## config.mk

```make
export PLATFORM = sky130hd
export DESIGN_NAME = control_idex_flat
export DESIGN_NICKNAME = d
export VERILOG_FILES = /design/src/rtl/control_idex_if.sv /design/src/rtl/control_idex.sv /design/src/flat_wrapper.sv
export SDC_FILE = /design/constraint.sdc
export NUM_CORES = 1
export LEC_CHECK = 0
export ABC_AREA = 1
export ABC_CLOCK_PERIOD_IN_PS = 4800
export CAP_MARGIN = 20
export CORE_MARGIN = 2
export CORE_UTILIZATION = 50
export CTS_CLUSTER_SIZE = 20
export DETAILED_ROUTE_END_ITERATION = 7
export DONT_BUFFER_PORTS = 1
export PLACE_DENSITY = 0.64
export RECOVER_POWER = 25
export SLEW_MARGIN = 20
export SYNTH_ARGS = -nofsm -noshare
export SYNTH_HDL_FRONTEND = slang
export SYNTH_SLANG_ARGS = --single-unit
```

## constraint.sdc

```tcl
create_clock -name clk -period 4.8 [get_ports clk]
set_input_delay 1.44 -clock clk [delete_from_list [all_inputs] [get_ports clk]]
set_output_delay 1.44 -clock clk [all_outputs]
set_load 0.005 [all_outputs]
```

## src/rtl/control_idex_if.sv

```systemverilog
// ID-stage control handshake: instruction fields in, pipeline control and ID/EX register contents out.
interface control_idex_if #(
    parameter int unsigned REG_ADDR_W = 5,
    parameter int unsigned CNT_W      = 16
);
    logic                  enable;
    logic                  flush;
    logic [5:0]            id_opcode;
    logic [REG_ADDR_W-1:0] id_rs;
    logic [REG_ADDR_W-1:0] id_rt;
    logic [REG_ADDR_W-1:0] id_rd;

    logic                  pc_write;
    logic                  ifid_write;
    logic                  ifid_flush;
    logic                  id_jump;

    logic                  ex_reg_dst;
    logic                  ex_branch;
    logic                  ex_branch_ne;
    logic                  ex_mem_read;
    logic                  ex_mem_to_reg;
    logic                  ex_mem_write;
    logic                  ex_alu_src;
    logic                  ex_reg_write;
    logic [1:0]            ex_alu_op;
    logic                  ex_illegal;
    logic [REG_ADDR_W-1:0] ex_rs;
    logic [REG_ADDR_W-1:0] ex_rt;
    logic [REG_ADDR_W-1:0] ex_rd;
    logic [CNT_W-1:0]      stall_cnt;

    modport master (
        output enable, flush, id_opcode, id_rs, id_rt, id_rd,
        input  pc_write, ifid_write, ifid_flush, id_jump,
        input  ex_reg_dst, ex_branch, ex_branch_ne, ex_mem_read, ex_mem_to_reg,
        input  ex_mem_write, ex_alu_src, ex_reg_write, ex_alu_op, ex_illegal,
        input  ex_rs, ex_rt, ex_rd, stall_cnt
    );

    modport slave (
        input  enable, flush, id_opcode, id_rs, id_rt, id_rd,
        output pc_write, ifid_write, ifid_flush, id_jump,
        output ex_reg_dst, ex_branch, ex_branch_ne, ex_mem_read, ex_mem_to_reg,
        output ex_mem_write, ex_alu_src, ex_reg_write, ex_alu_op, ex_illegal,
        output ex_rs, ex_rt, ex_rd, stall_cnt
    );
endinterface

```

## src/rtl/control_idex.sv

```systemverilog
// Pipelined MIPS main control: ID decode into the ID/EX register, load-use stall
// insertion, branch flush handling, optional BNE/ADDI/J, and a stall-cycle counter.
module control_idex #(
    parameter int unsigned REG_ADDR_W = 5,
    parameter int unsigned ENABLE_EXT = 1,
    parameter int unsigned CNT_W      = 16
) (
    input  logic         clk,
    input  logic         reset,
    control_idex_if.slave bus
);

    localparam logic [5:0] OP_R    = 6'b000000;
    localparam logic [5:0] OP_LW   = 6'b100011;
    localparam logic [5:0] OP_SW   = 6'b101011;
    localparam logic [5:0] OP_BEQ  = 6'b000100;
    localparam logic [5:0] OP_BNE  = 6'b000101;
    localparam logic [5:0] OP_ADDI = 6'b001000;
    localparam logic [5:0] OP_J    = 6'b000010;

    localparam logic [1:0] ALU_ADD   = 2'b00;
    localparam logic [1:0] ALU_SUB   = 2'b01;
    localparam logic [1:0] ALU_FUNCT = 2'b10;

    localparam bit EXT_ON = (ENABLE_EXT != 0);

    typedef struct packed {
        logic       reg_dst;
        logic       branch;
        logic       branch_ne;
        logic       mem_read;
        logic       mem_to_reg;
        logic       mem_write;
        logic       alu_src;
        logic       reg_write;
        logic [1:0] alu_op;
    } ctrl_t;

    ctrl_t                 dec_ctrl;
    logic                  dec_illegal;
    logic                  dec_jump;
    logic                  uses_rs;
    logic                  uses_rt;
    logic                  stall_c;

    ctrl_t                 ex_ctrl_d,    ex_ctrl_q;
    logic                  ex_illegal_d, ex_illegal_q;
    logic [REG_ADDR_W-1:0] ex_rs_d,      ex_rs_q;
    logic [REG_ADDR_W-1:0] ex_rt_d,      ex_rt_q;
    logic [REG_ADDR_W-1:0] ex_rd_d,      ex_rd_q;
    logic [CNT_W-1:0]      stall_cnt_d,  stall_cnt_q;

    logic                  pc_write_c;
    logic                  ifid_write_c;
    logic                  ifid_flush_c;
    logic                  id_jump_c;

    // Opcode decode; an invalid ID slot decodes as a bubble with no register reads
    always_comb begin
        dec_ctrl    = '0;
        dec_illegal = 1'b0;
        dec_jump    = 1'b0;
        uses_rs     = 1'b0;
        uses_rt     = 1'b0;
        if (bus.enable) begin
            unique case (bus.id_opcode)
                OP_R: begin
                    dec_ctrl.reg_dst   = 1'b1;
                    dec_ctrl.reg_write = 1'b1;
                    dec_ctrl.alu_op    = ALU_FUNCT;
                    uses_rs            = 1'b1;
                    uses_rt            = 1'b1;
                end
                OP_LW: begin
                    dec_ctrl.mem_read   = 1'b1;
                    dec_ctrl.mem_to_reg = 1'b1;
                    dec_ctrl.alu_src    = 1'b1;
                    dec_ctrl.reg_write  = 1'b1;
                    dec_ctrl.alu_op     = ALU_ADD;
                    uses_rs             = 1'b1;
                end
                OP_SW: begin
                    dec_ctrl.mem_write = 1'b1;
                    dec_ctrl.alu_src   = 1'b1;
                    dec_ctrl.alu_op    = ALU_ADD;
                    uses_rs            = 1'b1;
                    uses_rt            = 1'b1;
                end
                OP_BEQ: begin
                    dec_ctrl.branch = 1'b1;
                    dec_ctrl.alu_op = ALU_SUB;
                    uses_rs         = 1'b1;
                    uses_rt         = 1'b1;
                end
                OP_BNE: begin
                    if (EXT_ON) begin
                        dec_ctrl.branch    = 1'b1;
                        dec_ctrl.branch_ne = 1'b1;
                        dec_ctrl.alu_op    = ALU_SUB;
                        uses_rs            = 1'b1;
                        uses_rt            = 1'b1;
                    end else begin
                        dec_illegal = 1'b1;
                    end
                end
                OP_ADDI: begin
                    if (EXT_ON) begin
                        dec_ctrl.alu_src   = 1'b1;
                        dec_ctrl.reg_write = 1'b1;
                        dec_ctrl.alu_op    = ALU_ADD;
                        uses_rs            = 1'b1;
                    end else begin
                        dec_illegal = 1'b1;
                    end
                end
                OP_J: begin
                    if (EXT_ON) begin
                        dec_jump = 1'b1;
                    end else begin
                        dec_illegal = 1'b1;
                    end
                end
                default: dec_illegal = 1'b1;
            endcase
        end
    end

    // Load-use hazard: $zero as the load target is never a real dependency
    always_comb begin
        stall_c = bus.enable & ~bus.flush & ex_ctrl_q.mem_read &
                  (ex_rt_q != '0) &
                  ((uses_rs & (ex_rt_q == bus.id_rs)) |
                   (uses_rt & (ex_rt_q == bus.id_rt)));
    end

    // Next-state and pipeline control; flush beats stall, stall beats normal issue
    always_comb begin
        ex_ctrl_d    = '0;
        ex_illegal_d = 1'b0;
        ex_rs_d      = '0;
        ex_rt_d      = '0;
        ex_rd_d      = '0;
        stall_cnt_d  = stall_cnt_q;
        pc_write_c   = 1'b1;
        ifid_write_c = 1'b1;
        ifid_flush_c = 1'b0;
        id_jump_c    = dec_jump;

        if (bus.flush) begin
            ifid_flush_c = 1'b1;
            id_jump_c    = 1'b0;
        end else if (stall_c) begin
            pc_write_c   = 1'b0;
            ifid_write_c = 1'b0;
            if (stall_cnt_q != '1) begin
                stall_cnt_d = stall_cnt_q + CNT_W'(1);
            end
        end else begin
            ex_ctrl_d    = dec_ctrl;
            ex_illegal_d = dec_illegal;
            ex_rs_d      = bus.id_rs;
            ex_rt_d      = bus.id_rt;
            ex_rd_d      = bus.id_rd;
            ifid_flush_c = dec_jump;
        end

        // While reset is held the front end free-runs; only the jump select tracks decode
        if (reset) begin
            pc_write_c   = 1'b1;
            ifid_write_c = 1'b1;
            ifid_flush_c = 1'b0;
            id_jump_c    = dec_jump;
        end
    end

    always_ff @(posedge clk or posedge reset) begin
        if (reset) begin
            ex_ctrl_q    <= '0;
            ex_illegal_q <= 1'b0;
            ex_rs_q      <= '0;
            ex_rt_q      <= '0;
            ex_rd_q      <= '0;
            stall_cnt_q  <= '0;
        end else begin
            ex_ctrl_q    <= ex_ctrl_d;
            ex_illegal_q <= ex_illegal_d;
            ex_rs_q      <= ex_rs_d;
            ex_rt_q      <= ex_rt_d;
            ex_rd_q      <= ex_rd_d;
            stall_cnt_q  <= stall_cnt_d;
        end
    end

    assign bus.pc_write      = pc_write_c;
    assign bus.ifid_write    = ifid_write_c;
    assign bus.ifid_flush    = ifid_flush_c;
    assign bus.id_jump       = id_jump_c;

    assign bus.ex_reg_dst    = ex_ctrl_q.reg_dst;
    assign bus.ex_branch     = ex_ctrl_q.branch;
    assign bus.ex_branch_ne  = ex_ctrl_q.branch_ne;
    assign bus.ex_mem_read   = ex_ctrl_q.mem_read;
    assign bus.ex_mem_to_reg = ex_ctrl_q.mem_to_reg;
    assign bus.ex_mem_write  = ex_ctrl_q.mem_write;
    assign bus.ex_alu_src    = ex_ctrl_q.alu_src;
    assign bus.ex_reg_write  = ex_ctrl_q.reg_write;
    assign bus.ex_alu_op     = ex_ctrl_q.alu_op;
    assign bus.ex_illegal    = ex_illegal_q;
    assign bus.ex_rs         = ex_rs_q;
    assign bus.ex_rt         = ex_rt_q;
    assign bus.ex_rd         = ex_rd_q;
    assign bus.stall_cnt     = stall_cnt_q;

endmodule
```

## src/flat_wrapper.sv

```systemverilog
// flat-port wrapper written by rule: the top's interface ports become plain ports
module control_idex_flat 
#(
    parameter int unsigned REG_ADDR_W = 5,
    parameter int unsigned ENABLE_EXT = 1,
    parameter int unsigned CNT_W      = 16
)
  (clk, reset, bus_enable, bus_flush, bus_id_opcode, bus_id_rs, bus_id_rt, bus_id_rd, bus_pc_write, bus_ifid_write, bus_ifid_flush, bus_id_jump, bus_ex_reg_dst, bus_ex_branch, bus_ex_branch_ne, bus_ex_mem_read, bus_ex_mem_to_reg, bus_ex_mem_write, bus_ex_alu_src, bus_ex_reg_write, bus_ex_alu_op, bus_ex_illegal, bus_ex_rs, bus_ex_rt, bus_ex_rd, bus_stall_cnt);
  control_idex_if #(.REG_ADDR_W(REG_ADDR_W), .CNT_W(CNT_W)) bus_i ();
  input  logic clk;
  input  logic reset;
  input wire logic [$bits(bus_i.enable)-1:0] bus_enable;
  input wire logic [$bits(bus_i.flush)-1:0] bus_flush;
  input wire logic [$bits(bus_i.id_opcode)-1:0] bus_id_opcode;
  input wire logic [$bits(bus_i.id_rs)-1:0] bus_id_rs;
  input wire logic [$bits(bus_i.id_rt)-1:0] bus_id_rt;
  input wire logic [$bits(bus_i.id_rd)-1:0] bus_id_rd;
  output wire logic [$bits(bus_i.pc_write)-1:0] bus_pc_write;
  output wire logic [$bits(bus_i.ifid_write)-1:0] bus_ifid_write;
  output wire logic [$bits(bus_i.ifid_flush)-1:0] bus_ifid_flush;
  output wire logic [$bits(bus_i.id_jump)-1:0] bus_id_jump;
  output wire logic [$bits(bus_i.ex_reg_dst)-1:0] bus_ex_reg_dst;
  output wire logic [$bits(bus_i.ex_branch)-1:0] bus_ex_branch;
  output wire logic [$bits(bus_i.ex_branch_ne)-1:0] bus_ex_branch_ne;
  output wire logic [$bits(bus_i.ex_mem_read)-1:0] bus_ex_mem_read;
  output wire logic [$bits(bus_i.ex_mem_to_reg)-1:0] bus_ex_mem_to_reg;
  output wire logic [$bits(bus_i.ex_mem_write)-1:0] bus_ex_mem_write;
  output wire logic [$bits(bus_i.ex_alu_src)-1:0] bus_ex_alu_src;
  output wire logic [$bits(bus_i.ex_reg_write)-1:0] bus_ex_reg_write;
  output wire logic [$bits(bus_i.ex_alu_op)-1:0] bus_ex_alu_op;
  output wire logic [$bits(bus_i.ex_illegal)-1:0] bus_ex_illegal;
  output wire logic [$bits(bus_i.ex_rs)-1:0] bus_ex_rs;
  output wire logic [$bits(bus_i.ex_rt)-1:0] bus_ex_rt;
  output wire logic [$bits(bus_i.ex_rd)-1:0] bus_ex_rd;
  output wire logic [$bits(bus_i.stall_cnt)-1:0] bus_stall_cnt;
  assign bus_i.enable = bus_enable;
  assign bus_i.flush = bus_flush;
  assign bus_i.id_opcode = bus_id_opcode;
  assign bus_i.id_rs = bus_id_rs;
  assign bus_i.id_rt = bus_id_rt;
  assign bus_i.id_rd = bus_id_rd;
  assign bus_pc_write = bus_i.pc_write;
  assign bus_ifid_write = bus_i.ifid_write;
  assign bus_ifid_flush = bus_i.ifid_flush;
  assign bus_id_jump = bus_i.id_jump;
  assign bus_ex_reg_dst = bus_i.ex_reg_dst;
  assign bus_ex_branch = bus_i.ex_branch;
  assign bus_ex_branch_ne = bus_i.ex_branch_ne;
  assign bus_ex_mem_read = bus_i.ex_mem_read;
  assign bus_ex_mem_to_reg = bus_i.ex_mem_to_reg;
  assign bus_ex_mem_write = bus_i.ex_mem_write;
  assign bus_ex_alu_src = bus_i.ex_alu_src;
  assign bus_ex_reg_write = bus_i.ex_reg_write;
  assign bus_ex_alu_op = bus_i.ex_alu_op;
  assign bus_ex_illegal = bus_i.ex_illegal;
  assign bus_ex_rs = bus_i.ex_rs;
  assign bus_ex_rt = bus_i.ex_rt;
  assign bus_ex_rd = bus_i.ex_rd;
  assign bus_stall_cnt = bus_i.stall_cnt;
  control_idex #(.REG_ADDR_W(REG_ADDR_W), .ENABLE_EXT(ENABLE_EXT), .CNT_W(CNT_W)) u_core (.clk(clk), .reset(reset), .bus(bus_i));
endmodule
```

Yosys cells after proc, flatten, opt, wreduce, memory -nomap -nowiden. Cells that the tools add are included.

Register bits: 42. Input port bits: 25. Output and inout bits: 46. Logic and storage cells: 76.

Add/subtract/negate cells: 1. Equality and inequality tests: 9. Multiplexer cells: 35. Bitwise operators: 8. Reduce and logical (&&, ||, !) cells: 9.

Operator list (count): two-way mux 10 bit (3); two-way mux 5 bit (6); two-way mux 1 bit (24); adder 16 x 1 -> 16 bit (second input constant) (1); != test 16 bit (second input constant) (1); equality test 6 x 3 -> 1 bit (second input constant) (2); equality test 6 bit (second input constant) (2); equality test 5 bit (2); OR reduction 7 bit (1); bitwise AND 1 bit (6); equality test 6 x 2 -> 1 bit (second input constant) (1); equality test 6 x 4 -> 1 bit (second input constant) (1); logical NOT 6 bit (1); OR reduction 3 bit (2); OR reduction 6 bit (1); nonzero test 5 bit (1); case mux 2 bit (2 select lines) (1); OR reduction 4 bit (1); AND reduction 3 bit (1); two-way mux 2 bit (1); OR reduction 2 bit (1); NOT 1 bit (1); bitwise OR 1 bit (1).

Logic depth before layout (Yosys ltp).
Depth in word-level cells: 10. Depth in mapped cells: 12. Gate-level depth less buffers: 11.

Worst setup path after synthesis. No wires, ideal clock.

Path type: input to output. Start point: input reset. End point: output bus_pc_write. Data arrival time: 2.759 ns. Required time: 3.360 ns. Setup slack: 0.601 ns. Cell stages on the path: 3. Buffers on the path: 1. Cell sequence: inv_1 -> nand3_1 -> buf_4.

Cells in the longest elaborated chain, start to end: 1.

Ends and longest elaborated chain: start: declaration (RTL line flat_wrapper.sv:11) `input logic reset;`; two-way mux 1 bit; end: declaration (RTL line flat_wrapper.sv:18) `output wire logic [$bits(bus_i.pc_write)-1:0] bus_pc_write;`.

Every way passes these cells.

Final worst setup path. Ends and elaborated chain as after synthesis.

==> results.toml <==
[timing]
timing.slew.headroom = 0.133
finalCritPeriodShare = 0.808
finalMaxSlewViolations = 0
fmax_mhz = 258
setup_violations = 0
report.final.hold_viol_count = 0
rsz0062_at_grt = "false"
fin_skew_ps = 7.74
tightest_slew_ps = 1300
totalNegativeSetupSlack_ps = 0
post-route-min-period_ps = 3880

[power_and_ir_drop]
leakage_nw = 1.25
max-vdd-ir-drop_mv = 0.175
powerDensity_mw_per_mm2 = 303

[placed_design]
portBuffers = 0
gp_congestion = 0.825
hpwl_um = 3340
dpl-instance-area_mm2 = 0.00220

[grt]
grt_pass1_vias = 1752
grt_pass1_wl_um = 8060
gr-total-overflow = 0
grt_use_total = 0.203
grt_start_max_net_pins = 26
antenna_found_initial = 0

[worst_setup_path]
worst-setup-path-type = "in -> out"
startpoint_type = "input port"
cp_slowest_stage_delay_ps = 670
endpoint_kind = "output port"
worst_path_max_delay_cell = "clkbuf_1"
worstPathArrival_ps = 2440
r2r_start = "u_core.bus.stall_cnt[0]"
crit_required_ps = 3360
crit_path_start = "reset"
cp_cell_sequence = "inv_1 -> clkbuf_1 -> nand3_1"
cp_max_fo = 18

[clock_tree]
postCtsSetupRepairBufs = 0
hold_buffers = 0
cts_buffers = 5
clkSlewWorstSetupHoldPaths_ps = 80
cts_tree = "done"
insertion_delay_ps = 290
cts_resized = 0
cts-root-buf = "clkbuf_8"
clockBufferDepth = 2
cts.sinks = 40
htreeDepth = 2

[synth]
syn-num-nets = 310
synth-seq-cells = 40
yosysWarnings = 0
syn_inst = 284
synth_area_mm2 = 0.00218
synth-simple-area-share = 0.352
synth_top_family_by_area = "simple AND/OR/NAND/NOR gates"
synth_compound_area_frac = 0.0247
synth_cell_type_count = 24
synth-adder-area-share = 0.00574
yosysSeqAreaShare = 0.459
synth_area_per_cell_um2 = 7.68
muxShareOfSynthArea = 0
yosys.area_share.xor_xnor = 0.0522

[cells_and_area]
drive_above_1_share = 0.0839
nets = 312
fill_cells = 420
final_area_mm2 = 0.00233
diodes = 0
syn_to_final_growth_pct = 6.66

[status]
status = "finished clean"

[min_path]
worstHoldStart = "u_core.bus.stall_cnt[15]"
holdCritPathClass = "reg -> reg"

[routing]
drtIter0Drc = 101
routed_wirelength_um = 4500
drt_first_pass_iters = 4
drc = 0
wl_per_cell_um = 13.3
viasPerCell = 5.19
ant_nets = 0
vias = 1755

[floorplanning]
die_x_um = 70.0
num_io_pins = 71
dieArea_mm2 = 0.00491
fp.coreArea_mm2 = 0.00426
start_util = 0.511
fp.dieH_um = 70.0
rows = 24

[flow_run]
cap_viol_max_count = 0
power by group:
part | switching, mW | internal, mW | total, mW
sequential | 0.00553 | 0.344 | 0.350
combinational | 0.0275 | 0.0109 | 0.0384
clock | 0.113 | 0.205 | 0.318
total | 0.146 | 0.560 | 0.706
sequential cells by signal (all words and copies together), names as in the netlist:
signal                   flops
u_core.bus.stall_cnt        16
u_core.bus.ex_rd             5
u_core.bus.ex_rs             5
u_core.bus.ex_rt             5
u_core.bus.ex_alu_op         2
u_core.bus.ex_alu_src        1
u_core.bus.ex_branch         1
u_core.bus.ex_branch_ne      1
u_core.bus.ex_illegal        1
u_core.bus.ex_mem_read       1
u_core.bus.ex_mem_write      1
u_core.bus.ex_reg_write      1
per-layer routing:
| metal | track usage | share of wire |
|---|---|---|
| met2 | 0.322 | 0.47 |
| met1 | 0.273 | 0.45 |
| met3 | 0.0620 | 0.067 |
| met4 | 0.0534 | 0.011 |
| met5 | 0 | 0 |
stage by stage:
step | setup slack, ps | power [mW] | hold slack, ps | cells | utilization
CTS | 930 | 0.717 | 568 | 338 | 0.547
finish | 921 | 0.706 | 567 | 338 | 0.545
global route | 696 | 0.734 | 600 | 338 | 0.545
detailed placement | 927 | 0.397 | 548 | 331 | 0.517
floorplan | 601 | 0.388 | 504 | 284 | -
global placement | 965 | 0.396 | 541 | 331 | 0.517
cells by family (layout without fill, tap and decap cells):
family	Yosys count	after routing
simple gates	168	168
xor+xnor	13	13
buf+inv	53	55
fa+ha+maj	1	1
flops	40	40
compound gates	9	9
layout make-up:
class / instances / area, um^2 / share of cell area
Clock buffer: 5 / 68.8 / 0.0296
Clock inverter: 2 / 60.1 / 0.0258
Inverter: 45 / 169 / 0.0726
Multi-Input combinational cell: 191 / 947 / 0.407
Sequential cell: 40 / 1000 / 0.430
Tap cell: 52 / 65.1 / 0.0280
Timing Repair Buffer: 3 / 15.0 / 0.00646
cells in the mapped netlist:
cell type | number | area, um^2
a21oi_1 | 2 | 10.0
a31oi_1 | 1 | 6.26
buf_4 | 5 | 37.5
buf_6 | 2 | 22.5
clkbuf_1 | 1 | 3.75
dfrtp_1 | 40 | 1000
ha_1 | 1 | 12.5
inv_1 | 41 | 154
inv_2 | 4 | 15.0
nand2_1 | 74 | 278
nand2_2 | 2 | 12.5
nand2_4 | 3 | 33.8
nand3_1 | 16 | 80.1
nand3_2 | 1 | 10.0
nand3_4 | 1 | 17.5
nand4_1 | 20 | 125
nor2_1 | 41 | 154
nor2_2 | 4 | 25.0
nor3_1 | 5 | 25.0
o211ai_1 | 3 | 22.5
o21ai_0 | 3 | 15.0
or2_2 | 1 | 6.26
xnor2_1 | 3 | 26.3
xor2_1 | 10 | 87.6
path summary, 6_finish.rpt:
kind | endpoint | slack [ps] | depth (start not counted)
min in group asynchronous | u_core.bus.stall_cnt[3] | 1300 | 2
worst max-delay path | bus_pc_write | 920 | 3
max in group asynchronous | u_core.bus.ex_rt[2] | 1820 | 3
worst max register to register | u_core.bus.stall_cnt[8] | 2570 | 9
worst min register to register | u_core.bus.stall_cnt[15] | 570 | 2
worst min-delay path | u_core.bus.stall_cnt[15] | 570 | 2
critical path: cells and delay by family:
kind,cells,cell delay [ps]
buffers and inverters,2,700
AND/OR/NAND/NOR,1,290
cell usage in the layout (no fill, tap or decap), types with 2 or more instances in the layout:
| cell | instances |
|---|---|
| nor3_1 | 5 |
| nor2_2 | 4 |
| dfrtp_1 | 40 |
| o211ai_1 | 3 |
| bufinv_16 | 2 |
| clkbuf_1 | 2 |
| nand2_4 | 3 |
| clkbuf_8 | 5 |
| nand2_2 | 2 |
| inv_1 | 41 |
| nand3_1 | 16 |
| xnor2_1 | 3 |
| nand4_1 | 20 |
| nand2_1 | 74 |
| xor2_1 | 10 |
| inv_2 | 4 |
| nor2_1 | 41 |
| o21ai_0 | 3 |
| a21oi_1 | 2 |
No activity file was read; power rests on OpenSTA's default activity.
